$ cat src/rtl/speck_msg_loader_pkg.sv
// Shared widths, defaults and loader state encoding for the SPECK message loader.
// S_LEN exists only when SPECK_LOADER_LEN_EN is defined.
package speck_msg_loader_pkg;

    localparam int unsigned WORD_W       = 64;
    localparam int unsigned CNT_W        = 58;
    localparam int unsigned CORE_LAT_DEF = 14;

    localparam logic [WORD_W-1:0] IV_DEF       = 64'h0;
    localparam logic [WORD_W-1:0] KEY_DEF      = 64'h0F0E0D0C0B0A0908;
    localparam logic [WORD_W-1:0] PAD_WORD_DEF = 64'h8000000000000000;

    typedef enum logic [2:0] {
        S_FX   = 3'd0,
        S_FY   = 3'd1,
        S_RUN  = 3'd2,
        S_PAD  = 3'd3,
`ifdef SPECK_LOADER_LEN_EN
        S_LEN  = 3'd4,
`endif
        S_DONE = 3'd5
    } state_e;

endpackage

$ cat src/rtl/speck_msg_loader_if.sv
// Signal bundle between the message loader, its word stream source and the SPECK core.
// master = loader side, slave = environment (stream source, core, digest sink).
interface speck_msg_loader_if;
    import speck_msg_loader_pkg::*;

    logic [WORD_W-1:0] msg_data;
    logic              msg_valid;
    logic              msg_last;
    logic              msg_ready;
    logic [WORD_W-1:0] core_x;
    logic [WORD_W-1:0] core_y;
    logic [WORD_W-1:0] core_k;
    logic [WORD_W-1:0] core_h;
    logic              core_ld;
    logic              core_ld1;
    logic              core_cnt_rst;
    logic [WORD_W-1:0] core_hout;
    logic [WORD_W-1:0] digest;
    logic              digest_valid;
    logic              busy;

    modport master (
        input  msg_data, msg_valid, msg_last, core_hout,
        output msg_ready, core_x, core_y, core_k, core_h, core_ld, core_ld1,
               core_cnt_rst, digest, digest_valid, busy
    );

    modport slave (
        output msg_data, msg_valid, msg_last, core_hout,
        input  msg_ready, core_x, core_y, core_k, core_h, core_ld, core_ld1,
               core_cnt_rst, digest, digest_valid, busy
    );

endinterface

$ cat src/rtl/speck_msg_loader_run_timer.sv
// Loadable saturating down counter timing the core latency; zero_o flags expiry.
module speck_msg_loader_run_timer #(
    parameter int unsigned W = 4
) (
    input  logic         clk,
    input  logic         reset,
    input  logic         load_i,
    input  logic [W-1:0] value_i,
    output logic         zero_o
);

    logic [W-1:0] cnt_q;

    always_ff @(posedge clk or negedge reset) begin
        if (!reset) begin
            cnt_q <= '0;
        end else if (load_i) begin
            cnt_q <= value_i;
        end else if (cnt_q != '0) begin
            cnt_q <= cnt_q - 1'b1;
        end
    end

    assign zero_o = (cnt_q == '0);

endmodule

$ cat src/rtl/speck_msg_loader.sv
// Packs 64-bit message words into {X,Y} blocks for the SPECK core, pads, chains H, emits digest.
// Length strengthening block (S_LEN, len_bits in core_y) enabled by defining SPECK_LOADER_LEN_EN.
module speck_msg_loader
    import speck_msg_loader_pkg::*;
#(
    parameter int unsigned       CORE_LAT = CORE_LAT_DEF,
    parameter logic [WORD_W-1:0] IV       = IV_DEF,
    parameter logic [WORD_W-1:0] KEY      = KEY_DEF,
    parameter logic [WORD_W-1:0] PAD_WORD = PAD_WORD_DEF
) (
    input logic                clk,
    input logic                reset,
    speck_msg_loader_if.master bus
);

    localparam int unsigned TW = (CORE_LAT > 1) ? $clog2(CORE_LAT) : 1;

    state_e            state_q, state_d;
    logic [WORD_W-1:0] x_q, x_d, y_q, y_d, h_q, h_d, digest_q, digest_d;
    logic [CNT_W-1:0]  wc_q, wc_d;
    logic              ld_q, ld_d, ld1_q, dv_q, dv_d, busy_q, busy_d;
    logic              last_q, last_d, pad_q, pad_d;
    logic              ready, run_zero;
`ifdef SPECK_LOADER_LEN_EN
    logic              len_q, len_d;
    logic [WORD_W-1:0] len_bits;

    assign len_bits = {wc_q, 6'b0};
`endif

    // Timer is loaded during the core_ld cycle, so zero is reached CORE_LAT cycles after the pulse.
    speck_msg_loader_run_timer #(.W(TW)) u_timer (
        .clk     (clk),
        .reset   (reset),
        .load_i  (ld_q),
        .value_i (TW'(CORE_LAT - 1)),
        .zero_o  (run_zero)
    );

    always_comb begin
        state_d  = state_q;
        x_d      = x_q;
        y_d      = y_q;
        h_d      = h_q;
        digest_d = digest_q;
        wc_d     = wc_q;
        ld_d     = 1'b0;
        dv_d     = 1'b0;
        busy_d   = busy_q;
        last_d   = last_q;
        pad_d    = pad_q;
        ready    = 1'b0;
`ifdef SPECK_LOADER_LEN_EN
        len_d    = len_q;
`endif
        case (state_q)
            S_FX: begin
                ready = 1'b1;
                if (bus.msg_valid) begin
                    x_d    = bus.msg_data;
                    wc_d   = wc_q + 1'b1;
                    busy_d = 1'b1;
                    if (bus.msg_last) begin
                        y_d     = PAD_WORD;
                        last_d  = 1'b1;
                        ld_d    = 1'b1;
                        state_d = S_RUN;
`ifdef SPECK_LOADER_LEN_EN
                        len_d   = 1'b1;
`endif
                    end else begin
                        state_d = S_FY;
                    end
                end
            end
            S_FY: begin
                ready = 1'b1;
                if (bus.msg_valid) begin
                    y_d     = bus.msg_data;
                    wc_d    = wc_q + 1'b1;
                    busy_d  = 1'b1;
                    ld_d    = 1'b1;
                    state_d = S_RUN;
                    if (bus.msg_last) begin
                        last_d = 1'b1;
                        pad_d  = 1'b1;
                    end
                end
            end
            S_RUN: begin
                if (!ld_q && run_zero) begin
                    h_d = bus.core_hout;
                    if (!last_q) begin
                        state_d = S_FX;
                    end else if (pad_q) begin
                        pad_d   = 1'b0;
                        state_d = S_PAD;
`ifdef SPECK_LOADER_LEN_EN
                    end else if (len_q) begin
                        len_d   = 1'b0;
                        state_d = S_LEN;
`endif
                    end else begin
                        state_d = S_DONE;
                    end
                end
            end
            S_PAD: begin
                x_d     = PAD_WORD;
`ifdef SPECK_LOADER_LEN_EN
                y_d     = len_bits;
`else
                y_d     = '0;
`endif
                ld_d    = 1'b1;
                state_d = S_RUN;
            end
`ifdef SPECK_LOADER_LEN_EN
            S_LEN: begin
                x_d     = '0;
                y_d     = len_bits;
                ld_d    = 1'b1;
                state_d = S_RUN;
            end
`endif
            S_DONE: begin
                digest_d = h_q;
                dv_d     = 1'b1;
                busy_d   = 1'b0;
                h_d      = IV;
                wc_d     = '0;
                last_d   = 1'b0;
                pad_d    = 1'b0;
                state_d  = S_FX;
            end
            default: state_d = S_FX;
        endcase
    end

    always_ff @(posedge clk or negedge reset) begin
        if (!reset) begin
            state_q  <= S_FX;
            x_q      <= '0;
            y_q      <= '0;
            h_q      <= IV;
            digest_q <= '0;
            wc_q     <= '0;
            ld_q     <= 1'b0;
            ld1_q    <= 1'b0;
            dv_q     <= 1'b0;
            busy_q   <= 1'b0;
            last_q   <= 1'b0;
            pad_q    <= 1'b0;
`ifdef SPECK_LOADER_LEN_EN
            len_q    <= 1'b0;
`endif
        end else begin
            state_q  <= state_d;
            x_q      <= x_d;
            y_q      <= y_d;
            h_q      <= h_d;
            digest_q <= digest_d;
            wc_q     <= wc_d;
            ld_q     <= ld_d;
            ld1_q    <= ld_q;
            dv_q     <= dv_d;
            busy_q   <= busy_d;
            last_q   <= last_d;
            pad_q    <= pad_d;
`ifdef SPECK_LOADER_LEN_EN
            len_q    <= len_d;
`endif
        end
    end

    assign bus.msg_ready    = ready;
    assign bus.core_x       = x_q;
    assign bus.core_y       = y_q;
    assign bus.core_k       = KEY;
    assign bus.core_h       = h_q;
    assign bus.core_ld      = ld_q;
    assign bus.core_ld1     = ld1_q;
    assign bus.core_cnt_rst = ld_q;
    assign bus.digest       = digest_q;
    assign bus.digest_valid = dv_q;
    assign bus.busy         = busy_q;

endmodule

$ cat src/flat_wrapper.sv
// flat-port wrapper written by rule: the top's interface ports become plain ports
module speck_msg_loader_flat import speck_msg_loader_pkg::*;
#(
    parameter int unsigned       CORE_LAT = CORE_LAT_DEF,
    parameter logic [WORD_W-1:0] IV       = IV_DEF,
    parameter logic [WORD_W-1:0] KEY      = KEY_DEF,
    parameter logic [WORD_W-1:0] PAD_WORD = PAD_WORD_DEF
)
  (clk, reset, bus_msg_data, bus_msg_valid, bus_msg_last, bus_core_hout, bus_msg_ready, bus_core_x, bus_core_y, bus_core_k, bus_core_h, bus_core_ld, bus_core_ld1, bus_core_cnt_rst, bus_digest, bus_digest_valid, bus_busy);
  speck_msg_loader_if bus_i ();
  input logic clk;
  input logic reset;
  input wire logic [$bits(bus_i.msg_data)-1:0] bus_msg_data;
  input wire logic [$bits(bus_i.msg_valid)-1:0] bus_msg_valid;
  input wire logic [$bits(bus_i.msg_last)-1:0] bus_msg_last;
  input wire logic [$bits(bus_i.core_hout)-1:0] bus_core_hout;
  output wire logic [$bits(bus_i.msg_ready)-1:0] bus_msg_ready;
  output wire logic [$bits(bus_i.core_x)-1:0] bus_core_x;
  output wire logic [$bits(bus_i.core_y)-1:0] bus_core_y;
  output wire logic [$bits(bus_i.core_k)-1:0] bus_core_k;
  output wire logic [$bits(bus_i.core_h)-1:0] bus_core_h;
  output wire logic [$bits(bus_i.core_ld)-1:0] bus_core_ld;
  output wire logic [$bits(bus_i.core_ld1)-1:0] bus_core_ld1;
  output wire logic [$bits(bus_i.core_cnt_rst)-1:0] bus_core_cnt_rst;
  output wire logic [$bits(bus_i.digest)-1:0] bus_digest;
  output wire logic [$bits(bus_i.digest_valid)-1:0] bus_digest_valid;
  output wire logic [$bits(bus_i.busy)-1:0] bus_busy;
  assign bus_i.msg_data = bus_msg_data;
  assign bus_i.msg_valid = bus_msg_valid;
  assign bus_i.msg_last = bus_msg_last;
  assign bus_i.core_hout = bus_core_hout;
  assign bus_msg_ready = bus_i.msg_ready;
  assign bus_core_x = bus_i.core_x;
  assign bus_core_y = bus_i.core_y;
  assign bus_core_k = bus_i.core_k;
  assign bus_core_h = bus_i.core_h;
  assign bus_core_ld = bus_i.core_ld;
  assign bus_core_ld1 = bus_i.core_ld1;
  assign bus_core_cnt_rst = bus_i.core_cnt_rst;
  assign bus_digest = bus_i.digest;
  assign bus_digest_valid = bus_i.digest_valid;
  assign bus_busy = bus_i.busy;
  speck_msg_loader #(.CORE_LAT(CORE_LAT), .IV(IV), .KEY(KEY), .PAD_WORD(PAD_WORD)) u_core (.clk(clk), .reset(reset), .bus(bus_i));
endmodule
$ cat config.mk
export PLATFORM = sky130hd
export DESIGN_NAME = speck_msg_loader_flat
export DESIGN_NICKNAME = d
export VERILOG_FILES = /design/src/rtl/speck_msg_loader_pkg.sv /design/src/rtl/speck_msg_loader_if.sv /design/src/rtl/speck_msg_loader_run_timer.sv /design/src/rtl/speck_msg_loader.sv /design/src/flat_wrapper.sv
export SDC_FILE = /design/constraint.sdc
export NUM_CORES = 1
export LEC_CHECK = 0
export ABC_AREA = 1
export BUFFER_PORTS_ARGS = -buffer_cell sky130_fd_sc_hd__buf_2
export CAP_MARGIN = 20
export CORE_AREA = 10 10 171 173
export CTS_CLUSTER_SIZE = 40
export DETAILED_ROUTE_END_ITERATION = 12
export DIE_AREA = 0 0 181 183
export PLACE_DENSITY = 0.73
export RECOVER_POWER = 25
export SYNTH_ARGS = -nofsm -noshare
export SYNTH_HDL_FRONTEND = slang
export SYNTH_SLANG_ARGS = --single-unit
$ cat constraint.sdc
create_clock -name clk -period 4.31 [get_ports clk]
set_input_delay 0.6465 -clock clk [delete_from_list [all_inputs] [get_ports clk]]
set_output_delay 0.6465 -clock clk [all_outputs]
set_load 0.005 [all_outputs]
==> metrics.yaml <==
routed-via-count: 9511
yosysTopAreaCellShare_pct: 60.78
regArea_sq_um: 6731
worst_pin_slew_ps: 2923
path_buf_inv: 1
cts_resized: 0
routedWlPerCell_microns: 17.61
critPathArrivalTime_ps: 2760
first_global_vias: 9709
multi_input_area_sq_um: 3643
cts_tree: "yes"
cts-htree-levels: 1
grt_max_degree: 114
drc_errors: 0
power_mw: 9.959
setup-violations-final: 0
async_reset_ff_share_pct: 100.0
cp_max_fo: 113
synth_area_leaders: "dfrtp_1 61%, nand2_1 21%, buf_4 4.7%"
synthFlopType: "dfrtp_1"
synth.top_cells.by_count: "630 x nand2_1, 269 x dfrtp_1, 98 x nand3_1"
powerDensity_nw_per_um2: 710.2
min_period_ps: 2761
vdd_drop_max_uv: 414.1
yosysWarnings: 0
dr.first_iter.drc_count: 788
port_buffers: 393
end_kind: "async pin"
gp_congestion: 0.8268
outcome: "complete, but fails checks"
skew_ps: 5.218
synth-edff-count: 0
root_buffer: "clkbuf_16"
violations: "capacitance limit, slew limit"
area_growth_pct: 26.63
holdWs_ps: 311.1
path_class: "input pin to async pin"
row_count: 59
fp.coreArea_sq_um: 25760
via_per_inst: 4.818
worstPathRequired_ps: 4310
crit_chain: "clkbuf_2"
cap_violations: 1
postRouteAntennaNets: 0
ys_ff_latch: 269
clk_pin_slew_ps: 60
synth-seq-area-share_pct: 60.78
cts_sinks: 269
drv_slew: 113
cts.path.max_buffers: 3
synth.distinct_cells: 25
grt_pass1_wl_microns: 54630
grt_util_all_layers_pct: 19.99
slowest_delay_ps: 1990
drive_gt1_share_pct: 28.77
n_fill_cell: 2299
dp_hpwl_microns: 25100
fmax_mhz: 362.2
dieHeight_microns: 183
synth_area_sq_um: 11070
start_util_pct: 42.98
syn_inst: 1250
avgSynthCellArea_sq_um: 8.859
io_pins: 458
leakage_nw: 8.077
die_w_microns: 181
antenna_found_initial: 2
hold_buffers: 0
maxSlewHeadroom_pct: -94.85
rsz0062_at_grt: "no"
clock_latency_ps: 530
critPathSlowestCell: "clkbuf_2"
final_core_util_pct: 54.43
cts-buffers-inserted: 29
critical_path.top_delay_family: "buffers and inverters"
overflow: 0
wirelength_microns: 34750
hold_path.class: "input pin to flop"
die_area_sq_um: 33120
cts_setup_buffers: 0
tns_ps: 0
dr.pass1.iters: 5
final_nets: 1749
synth_most_common_cell: "nand2_1"
finalHoldViolCount: 0
final.period_utilization_pct: 64.06
crit_path_start_kind: "input pin"
yosysTopAreaCell: "dfrtp_1"
metal layers:
layer  global-route usage [%]  up-vias  part of all wire (%)
met3                    6.929       56                    10
met1                    24.77     4493                    40
met2                    32.61      452                    47
met5                        0        -                     0
li1                         -     4510                     -
met4                    5.825        0                   2.4
registers in the layout, summed over array words and instances (netlist names), 3 cells and up:
| signal | cells |
|---|---|
| u_core.bus.core_x | 64 |
| u_core.bus.digest | 64 |
| u_core.bus.core_y | 64 |
| u_core.bus.core_h | 64 |
| u_core.u_timer.cnt_q | 4 |
| u_core.state_q | 3 |
report_power, final:
group          total [mW]  switching, mW  internal, mW
Sequential           4.10          0.608          3.49
Combinational        3.22           1.99          1.23
Clock                2.64           1.00          1.64
Total                9.96           3.60          6.36
path summary, 6_finish.rpt:
path	from	endpoint	slack [ps]	depth (start not counted)
max in group clk	u_core.state_q[1]	u_core.bus.busy	1760	7
hold / removal	bus_core_hout[23]	u_core.bus.core_h[23]	310	3
setup / recovery	reset	u_core.bus.core_y[36]	1550	1
hold reg to reg	u_core.bus.digest[31]	u_core.bus.digest[31]	460	2
setup reg to reg	u_core.state_q[1]	u_core.bus.busy	1760	7
min in group asynchronous	reset	u_core.bus.core_h[15]	1020	1
stage by stage:
step                std cells  cell area, sq um  setup WS [ps]
global route             1974             14020           1061
CTS                      1971             14010           1876
floorplan                1312             11310           2830
detailed placement       1918             12970           1896
global placement         1917             12950           1975
finish                   1974             14020           1549
cell families (layout without fill, tap and decap cells):
logic type	count (synthesis)	in the layout	share of synthesized area, %
AND/OR/NAND/NOR	749	749	26.87
flip-flops	269	269	60.78
buffers and inverters	153	478	8.598
AO/OA/AOI/OAI	74	74	3.378
adder cells (fa/ha/maj)	2	2	0.2259
other	2	66	0.06781
XOR/XNOR	1	1	0.07910
layout make-up:
class / count / share of cell area, %
inverters: 17 / 0.4550
flip-flops and latches: 269 / 48.00
clock inverters: 12 / 1.205
repair buffers: 408 / 15.12
clock buffers: 41 / 6.210
diodes: 2 / 0.03569
well taps: 335 / 2.989
multi-input cells: 890 / 25.98
cells in the final DEF, fill, tap and decap left out:
cell,n
a21oi_1,1
buf_12,2
buf_16,1
buf_2,392
buf_4,11
bufinv_16,4
clkbuf_1,3
clkbuf_16,29
clkbuf_2,1
clkbuf_8,10
clkinv_2,5
clkinv_4,1
clkinvlp_4,2
conb_1,64
dfrtp_1,269
diode_2,2
ha_1,2
inv_1,12
inv_2,5
nand2_1,629
nand2_2,1
nand2_4,1
nand3_1,98
nand3_2,1
nand4_1,2
nor2_1,10
nor2_4,5
nor3_1,2
o211ai_1,1
o21ai_0,61
o21ai_1,10
o22ai_1,1
xor2_1,1
Power figures use the tool's default switching activity.
